--- src/rtl/popcnt_window_pkg.sv ---
// Shared constants and width helpers for the popcnt_window block.
//   CHUNK_W          : width of one popcnt6 input chunk
//   countWidth       : width needed for the total of one window
//   sampleCountWidth : width needed for the popcount of one sample
package popcnt_window_pkg;

    localparam int unsigned CHUNK_W = 6;

    function automatic int unsigned countWidth(int unsigned n_chunks,
                                               int unsigned window_length);
        return $clog2(CHUNK_W * n_chunks * window_length + 1);
    endfunction

    function automatic int unsigned sampleCountWidth(int unsigned n_chunks);
        return $clog2(CHUNK_W * n_chunks + 1);
    endfunction

endpackage

--- src/rtl/popcnt6.sv ---
// Population count of a 6-bit value.
//   ABSTRACT_MODEL=0 : two full adders followed by a small carry-merge stage
//   ABSTRACT_MODEL=1 : behavioural bit-by-bit count, used as a reference
// Ports:
//   x  : 6-bit input value
//   pc : number of set bits in x (0..6)
module popcnt6 #(
    parameter bit ABSTRACT_MODEL = 1'b0
) (
    input  logic [5:0] x,
    output logic [2:0] pc
);

    if (ABSTRACT_MODEL) begin : g_abstract
        always_comb begin
            pc = '0;
            for (int i = 0; i < 6; i++) begin
                pc = pc + 3'(x[i]);
            end
        end
    end else begin : g_struct
        logic s_lo, c_lo, s_hi, c_hi, c_mid;

        // Each half reduces three bits to a sum/carry pair.
        assign s_lo  = x[0] ^ x[1] ^ x[2];
        assign c_lo  = (x[0] & x[1]) | (x[0] & x[2]) | (x[1] & x[2]);
        assign s_hi  = x[3] ^ x[4] ^ x[5];
        assign c_hi  = (x[3] & x[4]) | (x[3] & x[5]) | (x[4] & x[5]);
        assign c_mid = s_lo & s_hi;

        // Weight-2 bits (c_lo, c_hi, c_mid) are themselves full-added.
        assign pc[0] = s_lo ^ s_hi;
        assign pc[1] = c_lo ^ c_hi ^ c_mid;
        assign pc[2] = (c_lo & c_hi) | (c_lo & c_mid) | (c_hi & c_mid);
    end

endmodule

--- src/rtl/popcnt_sum.sv ---
// Combinational popcount of an N_CHUNKS*6-bit sample: one popcnt6 per chunk,
// with the chunk counts summed.
// Ports:
//   x  : sample data, 6*N_CHUNKS bits
//   pc : popcount of x, sampleCountWidth(N_CHUNKS) bits
module popcnt_sum
    import popcnt_window_pkg::*;
#(
    parameter int unsigned N_CHUNKS       = 2,
    parameter bit          ABSTRACT_MODEL = 1'b0,
    localparam int unsigned PC_W          = sampleCountWidth(N_CHUNKS)
) (
    input  logic [CHUNK_W*N_CHUNKS-1:0] x,
    output logic [PC_W-1:0]             pc
);

    logic [2:0] chunk_pc [N_CHUNKS];

    for (genvar g = 0; g < N_CHUNKS; g++) begin : g_chunk
        popcnt6 #(
            .ABSTRACT_MODEL(ABSTRACT_MODEL)
        ) u_popcnt6 (
            .x (x[g*CHUNK_W +: CHUNK_W]),
            .pc(chunk_pc[g])
        );
    end

    always_comb begin
        pc = '0;
        for (int i = 0; i < N_CHUNKS; i++) begin
            pc = pc + PC_W'(chunk_pc[i]);
        end
    end

endmodule

--- src/rtl/popcnt_window.sv ---
// Windowed popcount accumulator. Sums the popcount of WINDOW_LENGTH accepted
// samples and presents the total on a registered valid/ready output.
// Optional feature macro: POPCNT_WINDOW_PEAK_EN adds o_peak, the largest
// per-sample popcount seen in the window, loaded and held with o_count.
// Ports:
//   i_clk, i_rst     : clock, synchronous active-high reset
//   i_cg             : clock gate; low freezes all state and handshakes
//   i_clear          : restart the window, dropping the partial sum
//   i_x, i_valid     : sample input; o_ready is the sample-side ready
//   o_count, o_valid : window total; i_ready is the result-side ready
//   o_peak           : (POPCNT_WINDOW_PEAK_EN only) window peak popcount
module popcnt_window
    import popcnt_window_pkg::*;
#(
    parameter int unsigned N_CHUNKS      = 2,
    parameter int unsigned WINDOW_LENGTH = 16,
    localparam int unsigned DATA_W       = CHUNK_W * N_CHUNKS,
    localparam int unsigned PC_W         = sampleCountWidth(N_CHUNKS),
    localparam int unsigned COUNT_W      = countWidth(N_CHUNKS, WINDOW_LENGTH),
    localparam int unsigned CNT_W        = $clog2(WINDOW_LENGTH)
) (
    input  logic               i_clk,
    input  logic               i_rst,
    input  logic               i_cg,
    input  logic               i_clear,
    input  logic [DATA_W-1:0]  i_x,
    input  logic               i_valid,
    output logic               o_ready,
    output logic [COUNT_W-1:0] o_count,
    output logic               o_valid,
`ifdef POPCNT_WINDOW_PEAK_EN
    output logic [PC_W-1:0]    o_peak,
`endif
    input  logic               i_ready
);

    localparam logic [CNT_W-1:0] LAST_CNT = CNT_W'(WINDOW_LENGTH - 1);

    logic [PC_W-1:0]    pc;
    logic [CNT_W-1:0]   cnt_q, cnt_d;
    logic [COUNT_W-1:0] acc_q, acc_d;
    logic [COUNT_W-1:0] count_q, count_d;
    logic               valid_q, valid_d;
    logic [COUNT_W-1:0] acc_sum;
    logic               last, in_fire, out_fire;

    popcnt_sum #(
        .N_CHUNKS      (N_CHUNKS),
        .ABSTRACT_MODEL(1'b0)
    ) u_popcnt_sum (
        .x (i_x),
        .pc(pc)
    );

    assign last     = (cnt_q == LAST_CNT);
    // Only the window-completing sample can stall, and only behind an
    // unconsumed result.
    assign o_ready  = !i_rst && (!last || !valid_q || i_ready);
    assign in_fire  = i_valid && o_ready && i_cg;
    assign out_fire = valid_q && i_ready && i_cg;
    assign acc_sum  = acc_q + COUNT_W'(pc);

    always_comb begin
        cnt_d   = cnt_q;
        acc_d   = acc_q;
        count_d = count_q;
        valid_d = valid_q;
        if (out_fire) begin
            valid_d = 1'b0;
        end
        if (i_cg && i_clear) begin
            // Clear wins; a sample handshaking this cycle is dropped.
            acc_d = '0;
            cnt_d = '0;
        end else if (in_fire) begin
            if (last) begin
                count_d = acc_sum;
                valid_d = 1'b1;
                acc_d   = '0;
                cnt_d   = '0;
            end else begin
                acc_d = acc_sum;
                cnt_d = cnt_q + 1'b1;
            end
        end
    end

    always_ff @(posedge i_clk) begin
        if (i_rst) begin
            cnt_q   <= '0;
            acc_q   <= '0;
            count_q <= '0;
            valid_q <= 1'b0;
        end else begin
            cnt_q   <= cnt_d;
            acc_q   <= acc_d;
            count_q <= count_d;
            valid_q <= valid_d;
        end
    end

    assign o_count = count_q;
    assign o_valid = valid_q;

`ifdef POPCNT_WINDOW_PEAK_EN
    logic [PC_W-1:0] win_peak_q, win_peak_d;
    logic [PC_W-1:0] peak_q, peak_d;
    logic [PC_W-1:0] peak_max;

    assign peak_max = (pc > win_peak_q) ? pc : win_peak_q;

    always_comb begin
        win_peak_d = win_peak_q;
        peak_d     = peak_q;
        if (i_cg && i_clear) begin
            win_peak_d = '0;
        end else if (in_fire) begin
            if (last) begin
                peak_d     = peak_max;
                win_peak_d = '0;
            end else begin
                win_peak_d = peak_max;
            end
        end
    end

    always_ff @(posedge i_clk) begin
        if (i_rst) begin
            win_peak_q <= '0;
            peak_q     <= '0;
        end else begin
            win_peak_q <= win_peak_d;
            peak_q     <= peak_d;
        end
    end

    assign o_peak = peak_q;
`endif

endmodule

--- config.mk ---
export PLATFORM = sky130hd
export DESIGN_NAME = popcnt_window
export DESIGN_NICKNAME = d
export VERILOG_FILES = /design/src/rtl/popcnt_window_pkg.sv /design/src/rtl/popcnt6.sv /design/src/rtl/popcnt_sum.sv /design/src/rtl/popcnt_window.sv
export SDC_FILE = /design/constraint.sdc
export NUM_CORES = 1
export LEC_CHECK = 0
export ABC_CLOCK_PERIOD_IN_PS = 4800
export CAP_MARGIN = 20
export CORE_MARGIN = 4
export CORE_UTILIZATION = 50
export DETAILED_ROUTE_END_ITERATION = 12
export PLACE_DENSITY = 0.79
export SETUP_SLACK_MARGIN = 0.5
export SYNTH_ARGS = -nofsm -noshare
export SYNTH_HDL_FRONTEND = slang
export SYNTH_SLANG_ARGS = --single-unit
--- constraint.sdc ---
create_clock -name i_clk -period 4.8 [get_ports i_clk]
set_input_delay 0.96 -clock i_clk [delete_from_list [all_inputs] [get_ports i_clk]]
set_output_delay 0.96 -clock i_clk [all_outputs]
set_load 0.03 [all_outputs]
# == Word-level counts from Yosys, hierarchy flattened ==
# Cells that the tools add are included.
# word_totals
out_inout_bits,10
word_cells,74
inputBits,18
register_bits,21
# op_classes
addsub,3
n_mux,6
bitwise,47
n_eq_ne,1
reduce_logical,13
# ops
cell,count
1-bit AND,20
1-bit bitwise XOR,14
1-bit OR,12
8-bit by 4-bit adder with 8-bit output,1
8-bit 2-to-1 mux,1
1-bit logical AND,6
3-bit by 3-bit adder with 4-bit output,1
"4-bit by 1-bit adder with 4-bit output, second input constant",1
"4-bit == test, second input constant",1
1-bit 2-to-1 mux,4
4-bit 2-to-1 mux,1
1-bit zero test,3
3-bit AND reduction,1
1-bit logical OR,2
2-bit OR reduction,1
1-bit NOT,1

# == Longest topological paths before layout ==
# Gate-level depths: netlist (run 1).
# logic_depth
ltp_word,9
ltp_mapped,15
depth_no_buf,15

# == Hierarchy ==
# Synthesis (run 1) repeated with hierarchy kept, for this count alone.
# hier_totals
hier_cells,149
hier_area_um2,1380.1
# by_module_without_submodules
module,cells_per_inst,seq_area_each_um2,area_per_inst_um2,instances
popcnt_window,119,420.4,1102.3,1
popcnt6,9,0.0,91.3,2
popcnt_sum,12,0.0,95.1,1

# == Worst setup path before layout (run 1) ==
# OpenSTA, ideal clock, no wires.
# synth_timing
path_kind,input port to flip-flop
from,in i_x[3]
to,reg count_q[7] (netlist: o_count[7])
slack_ns,0.788
t_arrival_ns,3.926
cell_stages,15
cell_sequence,inv_1 fa_1 inv_1 ha_1 inv_1 fa_1 fa_1 inv_1 ha_1 inv_1 fa_1 nor2b_1 o2111ai_1 xor2_1 a211oi_1
# synth_via
elab_chain_len,8
word_cells_on_any_way,17
# synth_lines
item,line,source
"start, declared",popcnt_window.sv:26,"input logic [DATA_W-1:0] i_x,"
1-bit AND / 1-bit bitwise XOR (equally long branches),"popcnt6.sv:28, popcnt6.sv:27",
1-bit OR / 1-bit bitwise XOR (equally long branches),"popcnt6.sv:28, popcnt6.sv:27",
1-bit OR / 1-bit AND (equally long branches),"popcnt6.sv:28, popcnt6.sv:29",
1-bit AND,popcnt6.sv:34,assign pc[2] = (c_lo & c_hi) | (c_lo & c_mid) | (c_hi & c_mid);
1-bit OR (2 in series),popcnt6.sv:34,
3-bit by 3-bit adder with 4-bit output (*),popcnt_sum.sv:31,pc = pc + PC_W'(chunk_pc[i]);
8-bit by 4-bit adder with 8-bit output (*),popcnt_window.sv:61,assign acc_sum = acc_q + COUNT_W'(pc);
"end signal, assigned",popcnt_window.sv:97,count_q <= count_d;
"end, declared",popcnt_window.sv:42,"logic [COUNT_W-1:0] count_q, count_d;"
# Every way passes the cells marked *; elsewhere a longest branch is shown, timed or not.
# A chain may end at the register's enable or synchronous reset.

# == Final worst setup path (run 1) ==
# layout_timing
from,in i_x[4]
to,reg count_q[7] (netlist: o_count[7])
# The elaborated chain is that of the path after synthesis.

==> impl_metrics.env, run 1 <==
export IMPL_drive_gt1_frac=0.118
export IMPL_synth_cells=141
export IMPL_holdWs_ns=0.501
export IMPL_r2r_setup_slack_ns=2.44
export IMPL_tns_ns=0
export IMPL_crit_buf_inv=6
export IMPL_clkSlewWorstSetupHoldPaths_ns=0.11
export IMPL_fmaxAchievable_mhz=233
export IMPL_gp_congestion=0.817
export IMPL_cts_tree="built"
export IMPL_ys_warn_count=0
export IMPL_post_route_util=0.678
export IMPL_areaGrowthSynthToFinish_pct=29.6
export IMPL_pin_count=28
export IMPL_cts_buffer_depth=2
export IMPL_postCtsHoldBufs=0
export IMPL_cts_made_buffers=3
export IMPL_cts_sinks=21
export IMPL_fin_crit_sh=0.896
export IMPL_p_total_mw=0.440
export IMPL_grt_pass1_wl_mm=4.66
export IMPL_vias=1070
export IMPL_critPathKind="in -> reg"
export IMPL_end_kind="flop"
export IMPL_grt_use_met3=0.0482
export IMPL_clk_latency_ns=0.29
export IMPL_track_usage=0.174
export IMPL_num_rows=18
export IMPL_routed_wl_mm=2.80
export IMPL_synth_seq_cells=21
export IMPL_finalHoldViolations=0
export IMPL_drc=0
export IMPL_fin_worst_skew_ns=0.00291
export IMPL_grtUsageMet1=0.219
export IMPL_yosysTopAreaCellShare=0.327
export IMPL_grt_busiest_layer="met2"
export IMPL_setup_viol=0
export IMPL_p_per_area_mw_per_mm2=264
export IMPL_h_tree_depth=1
export IMPL_critPathTopFamily="adder cells"
export IMPL_synth_net_count=175
export IMPL_grt_max_degree=14
export IMPL_cap_viol_max_count=0
export IMPL_dieArea_mm2=0.00345
export IMPL_globalRouteMet2Util=0.284
export IMPL_vdd_drop_max_mv=0.244
export IMPL_synthTopCellsByArea="dfxtp_1, fa_1, ha_1"
export IMPL_port_buffer_count=27
export IMPL_via_per_inst=5.38
export IMPL_cp_slowest_cell="fa_1"
export IMPL_initial_core_util=0.523
export IMPL_nets=204
export IMPL_ys_flop_type="dfxtp_1"
export IMPL_seq_area_frac_synth=0.327
export IMPL_coreArea_mm2=0.00245
export IMPL_syn_area_mm2=0.00128
export IMPL_p_leak_nw=0.660
export IMPL_worstMarginPinSlew_ns=1.12
export IMPL_antenna_cells=0
export IMPL_dieWidth_um=58.7
export IMPL_critPathRequiredTime_ns=5.01
export IMPL_die_h_um=58.7
export IMPL_drt_initial_drc_count=51
export IMPL_hp_class="reg -> reg"
export IMPL_drt_first_pass_iters=4
export IMPL_antenna_found_initial=0
export IMPL_synth_edff_count=0
export IMPL_status="completed"
export IMPL_max_stage_delay_ns=0.53
export IMPL_arrival_ns=4.51
export IMPL_cp_max_fo=3
export IMPL_drv_slew=0
export IMPL_grt_pass1_vias=1103
export IMPL_overflow=0
export IMPL_cp_cell_sequence="clkdlybuf4s50_1 > inv_1 > fa_1 > inv_1 > ha_2 > inv_2 > fa_1 > fa_1 > inv_1 > ha_4 > inv_2 > fa_2 > nor2b_4 > o2111ai_4 > xor2_2 > a211oi_2"
export IMPL_yosys_area_top_type="dfxtp_1"
export IMPL_rsz0062_at_grt="true"
export IMPL_route_antenna_remaining_nets=0
export IMPL_syn_avg_cell_area_um2=9.11
export IMPL_relSlewSlack=0.245
export IMPL_cts_root_buffer="clkbuf_4"
export IMPL_wire_per_inst_um=14.1
export IMPL_dp_hpwl_mm=2.02
export IMPL_nFillCells=204
export IMPL_ys_async_sr_fraction=0
export IMPL_cp_start_kind="input pin"
export IMPL_ys_types=31
export IMPL_layout_min_cycle_time_ns=4.30
==> power breakdown <==
group / internal (mW) / switching [mW]
Combinational: 0.0868 / 0.0921
Sequential: 0.177 / 0.00172
Clock: 0.0323 / 0.0497
Total: 0.296 / 0.144
==> kinds of logic after synthesis <==
logic type	share of synthesized area
and+or+nand+nor	0.166
AOI/OAI and AO/OA	0.153
buffers and inverters	0.0828
DFF	0.327
adders and majority gates	0.214
xor gates and xnor gates	0.0341
muxes	0.0234
==> synthesized netlist by cell type (all sizes together), types with 4 or more instances <==
cell type	count
a211oi	7
a21oi	12
dfxtp	21
fa	10
ha	6
inv	20
nand2	4
nand3	4
nor2	16
nor3	4
o21ai	6
xnor2	4
==> worst min-delay path, cell delays in order (launching register included) <==
cell     delay, ns
dfxtp_1       0.34
a21oi_1       0.06
nor2_1        0.07
==> repair_timing <==
action / in CTS / in global routing
pin swaps: 8 / 5
resized for setup: 11 / 7
setup buffers: 1 / 1
endpoints found under the setup margin: 4 / 7
==> sequential cells by signal, indices dropped and copies added (netlist names) <==
name / count
cnt_q: 4
o_valid: 1
acc_q: 8
o_count: 8
==> cell usage in the layout, fill, tap and decap left out, types with 3 or more instances in the layout <==
cell / Yosys / final
clkdlybuf4s50_1: 0 / 23
dfxtp_1: 21 / 21
inv_1: 20 / 17
nor2_1: 16 / 16
a21oi_1: 12 / 12
fa_1: 10 / 9
o21ai_0: 6 / 6
a211oi_1: 7 / 5
nor3_1: 4 / 4
nand2_1: 4 / 4
xnor2_1: 4 / 4
nand3_1: 4 / 4
ha_1: 6 / 4
inv_2: 0 / 3
a21o_1: 3 / 3
mux2i_1: 3 / 3
clkbuf_4: 0 / 3
==> per-stage QoR <==
stage	cell area (um2)	worst slack [ns]	instances
5_1_grt	1670	0.389	199
3_5_place_dp	1560	0.0761	193
3_3_place_gp	1560	0.201	193
6_report	1670	0.501	199
4_1_cts	1610	0.505	198
2_1_floorplan	1280	0.788	141
==> cell type report <==
| type | count | area [um2] | area share |
|---|---|---|---|
| multi-input cells | 95 | 818 | 0.491 |
| flip-flops and latches | 21 | 420 | 0.252 |
| repair buffers | 29 | 288 | 0.173 |
| inverters | 20 | 75.1 | 0.0451 |
| well taps | 30 | 37.5 | 0.0225 |
| clock buffers | 4 | 26.3 | 0.0158 |
==> path summary, 6_finish.rpt <==
check | from | depth (start not counted) | endpoint
max | i_x[4] | 16 | o_count[7]
min | acc_q[2] | 2 | acc_q[2]
max reg2reg | acc_q[1] | 10 | o_count[7]
min reg2reg | acc_q[2] | 2 | acc_q[2]
==> metal layers <==
| metal | wire length (um) | up-vias |
|---|---|---|
| met1 | 1070 | 492 |
| met5 | 0 | - |
| li1 | - | 532 |
| met3 | 252 | 4 |
| met4 | 36 | 0 |
| met2 | 1440 | 42 |
(Power assumes the default switching activity.)
==> inputs of run 2 (changes only) <==
- CORE_ASPECT_RATIO: not set -> 1.75
- GPL_ROUTABILITY_DRIVEN: not set -> 0
- MAX_ROUTING_LAYER: not set -> met4
==> run 2 against run 1 <==
Critical path depth fell by 2. Routed wire length is 7.4% higher. Total power rose by 11%. First-iteration DRC count shrank 25%. Utilization decreased by 1.1 points. Via count up 3.6%. Clock power up 41%. Worst hold slack worse by 0.023 ns. Clock skew is 0.0018 ns lower. Sequential power is essentially flat. Design area hardly changed. Flip-flop and latch count unchanged.
==> impl_metrics.env, run 2 (synthesized netlist as in run 1, its figures left out) <==
export IMPL_p_per_area_mw_per_mm2=292
export IMPL_via_per_inst=5.62
export IMPL_h_tree_depth=1
export IMPL_drt_first_pass_iters=4
export IMPL_fmaxAchievable_mhz=239
export IMPL_p_int_mw=0.329
export IMPL_end_kind="flop"
export IMPL_nFillCells=221
export IMPL_cp_max_fo=3
export IMPL_critPathKind="in -> reg"
export IMPL_cts_buffer_depth=2
export IMPL_cts_made_buffers=3
export IMPL_port_buffer_count=27
export IMPL_track_usage=0.203
export IMPL_pin_count=28
export IMPL_die_h_um=75.1
export IMPL_cts_tree="built"
export IMPL_drive_gt1_frac=0.129
export IMPL_layout_min_cycle_time_ns=4.18
export IMPL_route_antenna_remaining_nets=0
export IMPL_cap_viol_max_count=0
export IMPL_initial_core_util=0.516
export IMPL_p_total_mw=0.487
export IMPL_clockPowerShare=0.238
export IMPL_wire_per_inst_um=15.3
export IMPL_layout_common_cells="dfxtp_1, clkdlybuf4s50_1, inv_1, nor2_1, a21oi_1"
export IMPL_crit_top_cell="fa_1"
export IMPL_cp_cell_sequence="clkdlybuf4s50_1 > fa_1 > ha_2 > fa_1 > inv_1 > fa_1 > inv_2 > ha_4 > inv_2 > fa_2 > nor2b_4 > o2111ai_2 > xor2_1 > a211oi_1"
export IMPL_dpl_worst_slack_ns=0.0202
export IMPL_drc=0
export IMPL_finalHoldViolations=0
export IMPL_antenna_found_initial=0
export IMPL_grt_pass1_wl_mm=4.95
export IMPL_worst_slack_ns=0.620
export IMPL_critPathRequiredTime_ns=4.98
export IMPL_max_stage_delay_ns=0.49
export IMPL_nets=206
export IMPL_fin_crit_sh=0.871
export IMPL_hp_class="reg -> reg"
export IMPL_setup_viol=0
export IMPL_tns_ns=0
export IMPL_rsz0062_at_grt="true"
export IMPL_fin_worst_skew_ns=0.00111
export IMPL_arrival_ns=4.36
export IMPL_vdd_drop_max_mv=0.279
export IMPL_vias=1108
export IMPL_comb_power_share=0.394
export IMPL_relSlewSlack=0.650
export IMPL_p_leak_nw=0.671
export IMPL_drt_initial_drc_count=38
export IMPL_cp_slowest_cell="clkdlybuf4s50_1"
export IMPL_cts_sinks=21
export IMPL_cp_start_kind="input pin"
export IMPL_antenna_cells=0
export IMPL_holdWs_ns=0.478
export IMPL_clk_latency_ns=0.26
export IMPL_clkSlewWorstSetupHoldPaths_ns=0.07
export IMPL_routed_wl_mm=3.01
export IMPL_sw_frac_of_total=0.324
export IMPL_num_rows=24
export IMPL_coreArea_mm2=0.00249
export IMPL_power_frac_seq=0.368
export IMPL_worstMarginPinSlew_ns=0.523
export IMPL_dieArea_mm2=0.00348
export IMPL_dieWidth_um=46.3
export IMPL_cts_root_buffer="clkbuf_8"
export IMPL_status="completed"
export IMPL_areaGrowthSynthToFinish_pct=29.5
export IMPL_overflow=0
export IMPL_post_route_util=0.668
export IMPL_dp_hpwl_mm=2.27
export IMPL_grt_max_degree=14
export IMPL_grt_pass1_vias=1222
export IMPL_layout_commonest_cell="dfxtp_1"
export IMPL_drv_slew=0
export IMPL_p_sw_mw=0.158
## run 2: what timing repair did
action	4_1_cts	5_1_grt
buffers inserted	2	1
pin swaps	12	7
hold buffers	0	0
resized for setup	17	5
setup endpoints to repair	7	10
## run 2: layout make-up
type	count	area, um2	share of cell area
Multi-Input combinational cell	95	797	0.479
Sequential cell	21	420	0.253
Tap cell	26	32.5	0.0195
Timing Repair Buffer	31	294	0.177
Inverter	20	75.1	0.0451
Clock buffer	4	45.0	0.0271
## run 2: layer usage
layer,share of wire,vias to the layer above,GRT usage
met1,0.35,530,0.186
met3,0.048,9,0.0191
li1,-,530,-
met5,0,-,-
met4,0.029,0,0.120
met2,0.57,39,0.377
## run 2: final timing paths
kind | startpoint | to | slack (ns) | cells after the start
setup reg to reg | acc_q[1] | o_count[7] | 2.55 | 10
hold / removal | acc_q[7] | acc_q[7] | 0.48 | 2
setup / recovery | i_x[7] | o_count[7] | 0.62 | 14
hold reg to reg | acc_q[7] | acc_q[7] | 0.48 | 2
## run 2: critical path: cells and delay by family
family,cells,cell delay [ns]
buf+inv,4,0.65
xor+xnor,1,0.18
simple gates,1,0.16
compound gates,2,0.35
fa+ha+maj,6,2.07
## run 2: metrics by stage
stage | cells | area, um2
after detailed placement | 189 | 1560
after CTS | 195 | 1630
after global placement | 189 | 1560
final | 197 | 1660
after global routing | 197 | 1660
after floorplan | 141 | 1280
## run 2: power groups by stage
stage,Clock [mW],Combinational [mW],Sequential (mW)
final,0.116,0.192,0.179
after global routing,0.124,0.217,0.179
after CTS,0.116,0.176,0.179
after detailed placement,0,0.155,0.183
after global placement,0,0.147,0.183
after floorplan,0,0.103,0.183
